**src/rtl/rv_multicycle_ctrl_if.sv**
```systemverilog
// Instruction-memory request/acknowledge port between the sequencer (master)
// and the instruction memory (slave).
interface rv_multicycle_ctrl_if;
  logic        imem_req;
  logic [31:0] imem_addr;
  logic        imem_ack;
  logic [31:0] imem_rdata;

  modport master (output imem_req, imem_addr, input imem_ack, imem_rdata);
  modport slave  (input imem_req, imem_addr, output imem_ack, imem_rdata);
endinterface

```
**src/rtl/rv_multicycle_ctrl.sv**
```systemverilog
// Multi-cycle FETCH/DECODE/EXEC/WB sequencer for RV32I ALU instructions,
// with a sticky FAULT state for illegal encodings and fetch timeouts.
module rv_multicycle_ctrl #(
  parameter logic [31:0] RESET_PC      = 32'h0000_0000,
  parameter int          FETCH_TIMEOUT = 16,
  parameter int          RET_W         = 32
) (
  input  logic                 clk_i,
  input  logic                 rst_i,
  input  logic                 start_i,
  input  logic                 halt_req_i,
  rv_multicycle_ctrl_if.master imem,
  output logic [31:0]          ir_o,
  output logic                 rf_rd_en_o,
  output logic                 alu_src_imm_o,
  output logic                 alu_en_o,
  output logic                 rf_we_o,
  output logic [31:0]          pc_o,
  output logic                 retired_o,
  output logic [RET_W-1:0]     ret_count_o,
  output logic                 busy_o,
  output logic                 fault_o,
  output logic [1:0]           fault_code_o
);

  localparam int CW = $clog2(FETCH_TIMEOUT);

  localparam logic [6:0] OP_REG = 7'b0110011;
  localparam logic [6:0] OP_IMM = 7'b0010011;

  typedef enum logic [2:0] {
    S_IDLE, S_FETCH, S_DECODE, S_EXEC, S_WB, S_FAULT
  } state_e;

  state_e         state_q, state_d;
  logic [31:0]    pc_q, pc_d;
  logic [31:0]    ir_q, ir_d;
  logic [RET_W-1:0] ret_q, ret_d;
  logic [1:0]     fc_q, fc_d;
  logic [CW-1:0]  wait_q, wait_d;

  logic req_q, req_d, rd_en_q, rd_en_d, src_imm_q, src_imm_d;
  logic alu_en_q, alu_en_d, we_q, we_d, retired_q, retired_d;
  logic busy_q, busy_d, fault_q, fault_d;

  function automatic logic is_legal(input logic [31:0] insn);
    logic [6:0] f7;
    logic [2:0] f3;
    f7 = insn[31:25];
    f3 = insn[14:12];
    case (insn[6:0])
      OP_REG:  is_legal = (f7 == 7'h00) || (f7 == 7'h20 && (f3 == 3'd0 || f3 == 3'd5));
      OP_IMM: begin
        case (f3)
          3'd1:    is_legal = (f7 == 7'h00);
          3'd5:    is_legal = (f7 == 7'h00) || (f7 == 7'h20);
          default: is_legal = 1'b1;
        endcase
      end
      default: is_legal = 1'b0;
    endcase
  endfunction

  always_comb begin
    state_d = state_q;
    pc_d    = pc_q;
    ir_d    = ir_q;
    ret_d   = ret_q;
    fc_d    = fc_q;
    wait_d  = wait_q;
    case (state_q)
      S_IDLE, S_FAULT: begin
        if (start_i) begin
          state_d = S_FETCH;
          pc_d    = RESET_PC;
          fc_d    = 2'b00;
          wait_d  = '0;
        end
      end
      S_FETCH: begin
        // An ack on the last permitted wait cycle still completes the fetch.
        if (imem.imem_ack) begin
          ir_d    = imem.imem_rdata;
          wait_d  = '0;
          state_d = S_DECODE;
        end else if (wait_q == CW'(FETCH_TIMEOUT - 1)) begin
          wait_d  = '0;
          fc_d    = 2'b10;
          state_d = S_FAULT;
        end else begin
          wait_d  = wait_q + CW'(1);
        end
      end
      S_DECODE: begin
        if (is_legal(ir_q)) begin
          state_d = S_EXEC;
        end else begin
          fc_d    = 2'b01;
          state_d = S_FAULT;
        end
      end
      S_EXEC:  state_d = S_WB;
      S_WB: begin
        ret_d   = ret_q + RET_W'(1);
        pc_d    = pc_q + 32'd4;
        state_d = halt_req_i ? S_IDLE : S_FETCH;
      end
      default: state_d = S_IDLE;
    endcase
  end

  // Outputs are registered by decoding the state being entered.
  always_comb begin
    req_d     = (state_d == S_FETCH);
    rd_en_d   = (state_d == S_DECODE);
    alu_en_d  = (state_d == S_EXEC);
    retired_d = (state_d == S_WB);
    we_d      = (state_d == S_WB) && (ir_d[11:7] != 5'd0);
    busy_d    = (state_d != S_IDLE) && (state_d != S_FAULT);
    fault_d   = (state_d == S_FAULT);
    src_imm_d = (state_d == S_DECODE || state_d == S_EXEC || state_d == S_WB)
                && (ir_d[6:0] == OP_IMM);
  end

  always_ff @(posedge clk_i or posedge rst_i) begin
    if (rst_i) begin
      state_q   <= S_IDLE;
      pc_q      <= RESET_PC;
      ir_q      <= '0;
      ret_q     <= '0;
      fc_q      <= 2'b00;
      wait_q    <= '0;
      req_q     <= 1'b0;
      rd_en_q   <= 1'b0;
      src_imm_q <= 1'b0;
      alu_en_q  <= 1'b0;
      we_q      <= 1'b0;
      retired_q <= 1'b0;
      busy_q    <= 1'b0;
      fault_q   <= 1'b0;
    end else begin
      state_q   <= state_d;
      pc_q      <= pc_d;
      ir_q      <= ir_d;
      ret_q     <= ret_d;
      fc_q      <= fc_d;
      wait_q    <= wait_d;
      req_q     <= req_d;
      rd_en_q   <= rd_en_d;
      src_imm_q <= src_imm_d;
      alu_en_q  <= alu_en_d;
      we_q      <= we_d;
      retired_q <= retired_d;
      busy_q    <= busy_d;
      fault_q   <= fault_d;
    end
  end

  assign imem.imem_req  = req_q;
  assign imem.imem_addr = pc_q;
  assign ir_o           = ir_q;
  assign rf_rd_en_o     = rd_en_q;
  assign alu_src_imm_o  = src_imm_q;
  assign alu_en_o       = alu_en_q;
  assign rf_we_o        = we_q;
  assign pc_o           = pc_q;
  assign retired_o      = retired_q;
  assign ret_count_o    = ret_q;
  assign busy_o         = busy_q;
  assign fault_o        = fault_q;
  assign fault_code_o   = fc_q;

endmodule

```
**src/flat_wrapper.sv**
```systemverilog
// flat-port wrapper written by rule: the top's interface ports become plain ports
module rv_multicycle_ctrl_flat 
#(
  parameter logic [31:0] RESET_PC      = 32'h0000_0000,
  parameter int          FETCH_TIMEOUT = 16,
  parameter int          RET_W         = 32
)
  (clk_i, rst_i, start_i, halt_req_i, ir_o, rf_rd_en_o, alu_src_imm_o, alu_en_o, rf_we_o, pc_o, retired_o, ret_count_o, busy_o, fault_o, fault_code_o, imem_imem_req, imem_imem_addr, imem_imem_ack, imem_imem_rdata);
  rv_multicycle_ctrl_if imem_i ();
  input  logic clk_i;
  input  logic rst_i;
  input  logic start_i;
  input  logic halt_req_i;
  output logic [31:0] ir_o;
  output logic rf_rd_en_o;
  output logic alu_src_imm_o;
  output logic alu_en_o;
  output logic rf_we_o;
  output logic [31:0] pc_o;
  output logic retired_o;
  output logic [RET_W-1:0] ret_count_o;
  output logic busy_o;
  output logic fault_o;
  output logic [1:0] fault_code_o;
  output wire logic [$bits(imem_i.imem_req)-1:0] imem_imem_req;
  output wire logic [$bits(imem_i.imem_addr)-1:0] imem_imem_addr;
  input wire logic [$bits(imem_i.imem_ack)-1:0] imem_imem_ack;
  input wire logic [$bits(imem_i.imem_rdata)-1:0] imem_imem_rdata;
  assign imem_imem_req = imem_i.imem_req;
  assign imem_imem_addr = imem_i.imem_addr;
  assign imem_i.imem_ack = imem_imem_ack;
  assign imem_i.imem_rdata = imem_imem_rdata;
  rv_multicycle_ctrl #(.RESET_PC(RESET_PC), .FETCH_TIMEOUT(FETCH_TIMEOUT), .RET_W(RET_W)) u_core (.clk_i(clk_i), .rst_i(rst_i), .start_i(start_i), .halt_req_i(halt_req_i), .imem(imem_i), .ir_o(ir_o), .rf_rd_en_o(rf_rd_en_o), .alu_src_imm_o(alu_src_imm_o), .alu_en_o(alu_en_o), .rf_we_o(rf_we_o), .pc_o(pc_o), .retired_o(retired_o), .ret_count_o(ret_count_o), .busy_o(busy_o), .fault_o(fault_o), .fault_code_o(fault_code_o));
endmodule
```
**config.mk**
```make
export PLATFORM = sky130hd
export DESIGN_NAME = rv_multicycle_ctrl_flat
export DESIGN_NICKNAME = d
export VERILOG_FILES = /design/src/rtl/rv_multicycle_ctrl_if.sv /design/src/rtl/rv_multicycle_ctrl.sv /design/src/flat_wrapper.sv
export SDC_FILE = /design/constraint.sdc
export NUM_CORES = 1
export LEC_CHECK = 0
export CAP_MARGIN = 15
export CORE_MARGIN = 3
export CORE_UTILIZATION = 42
export DETAILED_ROUTE_END_ITERATION = 16
export PLACE_DENSITY = 0.83
export SLEW_MARGIN = 25
export SYNTH_ARGS = -nofsm -noshare
export SYNTH_HDL_FRONTEND = slang
export SYNTH_SLANG_ARGS = --single-unit
```
**constraint.sdc**
```tcl
create_clock -name clk_i -period 3.51 [get_ports clk_i]
set_input_delay 0.702 -clock clk_i [delete_from_list [all_inputs] [get_ports clk_i]]
set_output_delay 0.702 -clock clk_i [all_outputs]
set_load 0.02 [all_outputs]
```
==> flow_metrics.tcl <==
set metrics [dict create \
    synthFlopType "dfrtp_1" \
    drc 0 \
    clk_pin_slew_ns 0.07 \
    antenna_cells 0 \
    reg2regPathDepth 5 \
    tightest_slew_ns 0.994 \
    hold_viol_final 0 \
    relSlewSlack 0.335 \
    drt_iter0_drc 262 \
    grt_pass1_wl_mm 20.8 \
    antenna_found_initial 0 \
    synthCells 459 \
    synth.distinct_cells 50 \
    area.sequential_sq_um 2780 \
    syn_area_per_cell_sq_um 11.4 \
    cts_tree "yes" \
    die_area_sq_um 13900 \
    hold_buffers 0 \
    clock_latency_ns 0.35 \
    endpoint_kind "flop" \
    hold_ws_ns 0.476 \
    critPathBufInv 1 \
    timing.rr.start "u_core.state_q[2]$_DFF_PP0_" \
    fin_tns_setup_ns 0 \
    vias_per_cell 5.31 \
    vdd_drop_max_uv 519 \
    ant_nets 0 \
    nFillCells 1021 \
    synth_compound_area_frac 0.0792 \
    finish.instance_area_sq_um 7170 \
    synth_simple_gate_area_frac 0.169 \
    post_dp_cell_area_sq_um 6910 \
    clock_path_buffers 2 \
    post-route-period-util 0.691 \
    synth_top_area_frac 0.530 \
    drive_above_1_share 0.109 \
    port_buffers 170 \
    hp-class "flop to flop" \
    synth_top_family_by_area "simple AND/OR/NAND/NOR gates" \
    crit_slowest_cell "and4_1" \
    rsz0062_at_grt "false" \
    path_max_fanout 19 \
    globalRouteTotalUtil 0.182 \
    ios 175 \
    hold-path-endpoint "u_core.ret_count_o[31]$_DFFE_PP0P_" \
    drt-wirelength-per-cell_microns 16.2 \
    crit_chain "clkdlybuf4s50_1 -> and4_1 -> mux2_2 -> nor3_1 -> a21oi_1" \
    syn_area_sq_um 5240 \
    yosysSeqAreaShare 0.530 \
    die_x_microns 118 \
    firstDrtPassIters 4 \
    fin_nets 641 \
    wl_mm 12.6 \
    synth_top_area_cell "dfrtp_1" \
    numCtsBuffers 9 \
    post-route-util 0.592 \
    synth-adder-area-share 0.00907 \
    path_class "input port to flop" \
    synthMuxAreaShare 0.0840 \
    detailedPlace.worstSlack_ns 0.744 \
    p_per_area_nw_per_um2 626 \
    fin_skew_ns 0.00797 \
    htreeDepth 3 \
    multi_input_area_sq_um 2110 \
    max_stage_delay_ns 0.69 \
    synth_enable_flop_cells 0 \
    clkSinkCount 111 \
    hold_start "u_core.ret_count_o[31]$_DFFE_PP0P_" \
    grt_pass1_vias 4176 \
    post-dp-hpwl_mm 9.43 \
    r2r_slack_ns 1.25 \
    fin_crit_ns 2.42 \
    die_y_microns 118 \
    worst_ep_required_time_ns 3.74 \
    synth.most_common_cell "dfrtp_1" \
    status "complete, no violations" \
    clock-root-buffer "clkbuf_16" \
    finalWeightedCongestion 0.859 \
    worst_slack_ns 1.09 \
    p_leak_nw 3.02 \
    grt_start_max_net_pins 42 \
    reg2reg_to "u_core.imem.imem_addr[30]$_DFFE_PP0P_" \
    max_freq_mhz 413 \
    ys_ff_latch 111 \
    async_flop_share 1.00 \
    synth.area.top_cells "dfrtp_1, mux2_2, buf_4, xnor2_1, nand2_1" \
    yosys-top-cells-count "dfrtp_1, nand2_1, buf_4, mux2_2, nand3_1" \
    area_growth_pct 36.7 \
    path_delay_family "simple AND/OR/NAND/NOR gates" \
    grt_overflow 0 \
    coreArea_sq_um 12100 \
    ys_warn_count 0 \
    final_max_slew_viol_count 0 \
    min_path_cells 1 \
    cts_resized 0 \
    start_util 0.433 \
    cp-start-kind "input port" \
    setup_viol_count_final 0 \
    rows 40 \
    vias 4104 \
    synth_xor_xnor_area_share 0.0585 \
    post_cts_buffers 0 \
    max_cap_viol_count 0 \
    worstPathArrival_ns 2.65 \
]
-- how the worst max path moves through the flow --
stage                  start                        end  slack, ns  depth (start not counted)
6_report       imem_imem_ack   u_core.rf_we_o$_DFF_PP0_       1.09                          5
5_1_grt        imem_imem_ack   u_core.rf_we_o$_DFF_PP0_       1.02                          5
4_1_cts        imem_imem_ack   u_core.rf_we_o$_DFF_PP0_       1.10                          5
3_5_place_dp   imem_imem_ack   u_core.rf_we_o$_DFF_PP0_       0.74                          5
3_3_place_gp   imem_imem_ack   u_core.rf_we_o$_DFF_PP0_       0.79                          5
2_1_floorplan          rst_i  u_core.alu_en_o$_DFF_PP0_       1.46                          1
-- flip-flops by register name (all words and copies together) (netlist names), 2 cells and up --
signal	count
u_core.fault_code_o	2
u_core.imem.imem_addr	30
u_core.wait_q	4
u_core.ir_o	32
u_core.state_q	3
u_core.ret_count_o	32
-- stage by stage --
| step | instances | power, W |
|---|---|---|
| floorplan | 462 | 0.00282 |
| global placement | 758 | 0.00351 |
| detailed placement | 758 | 0.00357 |
| CTS | 773 | 0.00453 |
| global route | 773 | 0.00473 |
| finish | 773 | 0.00449 |
-- layout make-up --
type	instances	area share
Tap cell	168	0.0293
Clock inverter	4	0.00314
Clock buffer	11	0.0339
Timing Repair Buffer	174	0.245
Multi-Input combinational cell	293	0.295
Inverter	12	0.00681
Sequential cell	111	0.387
-- per-layer routing --
layer / routed length [microns] / vias to the layer above / GRT usage
met4: 104 / 0 / 0.0476
met2: 6170 / 161 / 0.307
met5: 0 / - / 0
met3: 1120 / 11 / 0.0711
met1: 5170 / 2026 / 0.217
li1: - / 1906 / -
-- logic make-up after synthesis --
group | Yosys count
AOI/OAI and AO/OA | 62
xor gates and xnor gates | 35
adders and majority gates | 4
buffers and inverters | 58
DFF | 111
muxes | 40
other | 1
and+or+nand+nor | 148
-- power breakdown --
group | internal (W) | total, W | switching [W]
clock network | 0.000494 | 0.000939 | 0.000446
registers | 0.00156 | 0.00185 | 0.000285
logic | 0.000836 | 0.00171 | 0.000870
total | 0.00289 | 0.00449 | 0.00160
-- placed cells by master (no fill, tap or decap), drive strengths merged, types with 3 or more instances in the layout --
master / Yosys / routed
xnor2: 28 / 28
a21oi: 4 / 4
o31ai: 13 / 13
nand3: 30 / 30
nand2: 41 / 41
clkinv: 0 / 3
buf: 43 / 4
clkbuf: 3 / 11
mux2: 32 / 32
nor3: 3 / 3
conb: 1 / 4
a21o: 3 / 3
nand4: 21 / 21
and3: 10 / 10
mux2i: 8 / 8
clkdlybuf4s50: 0 / 170
and4: 7 / 7
nor2: 14 / 14
o21ai: 18 / 18
nor2b: 3 / 3
a31oi: 4 / 4
inv: 12 / 11
o211ai: 12 / 12
xor2: 7 / 7
dfrtp: 111 / 111
nor4: 6 / 6
ha: 3 / 3
and2: 3 / 3
Note: power is estimated with default switching activity, not from simulation.
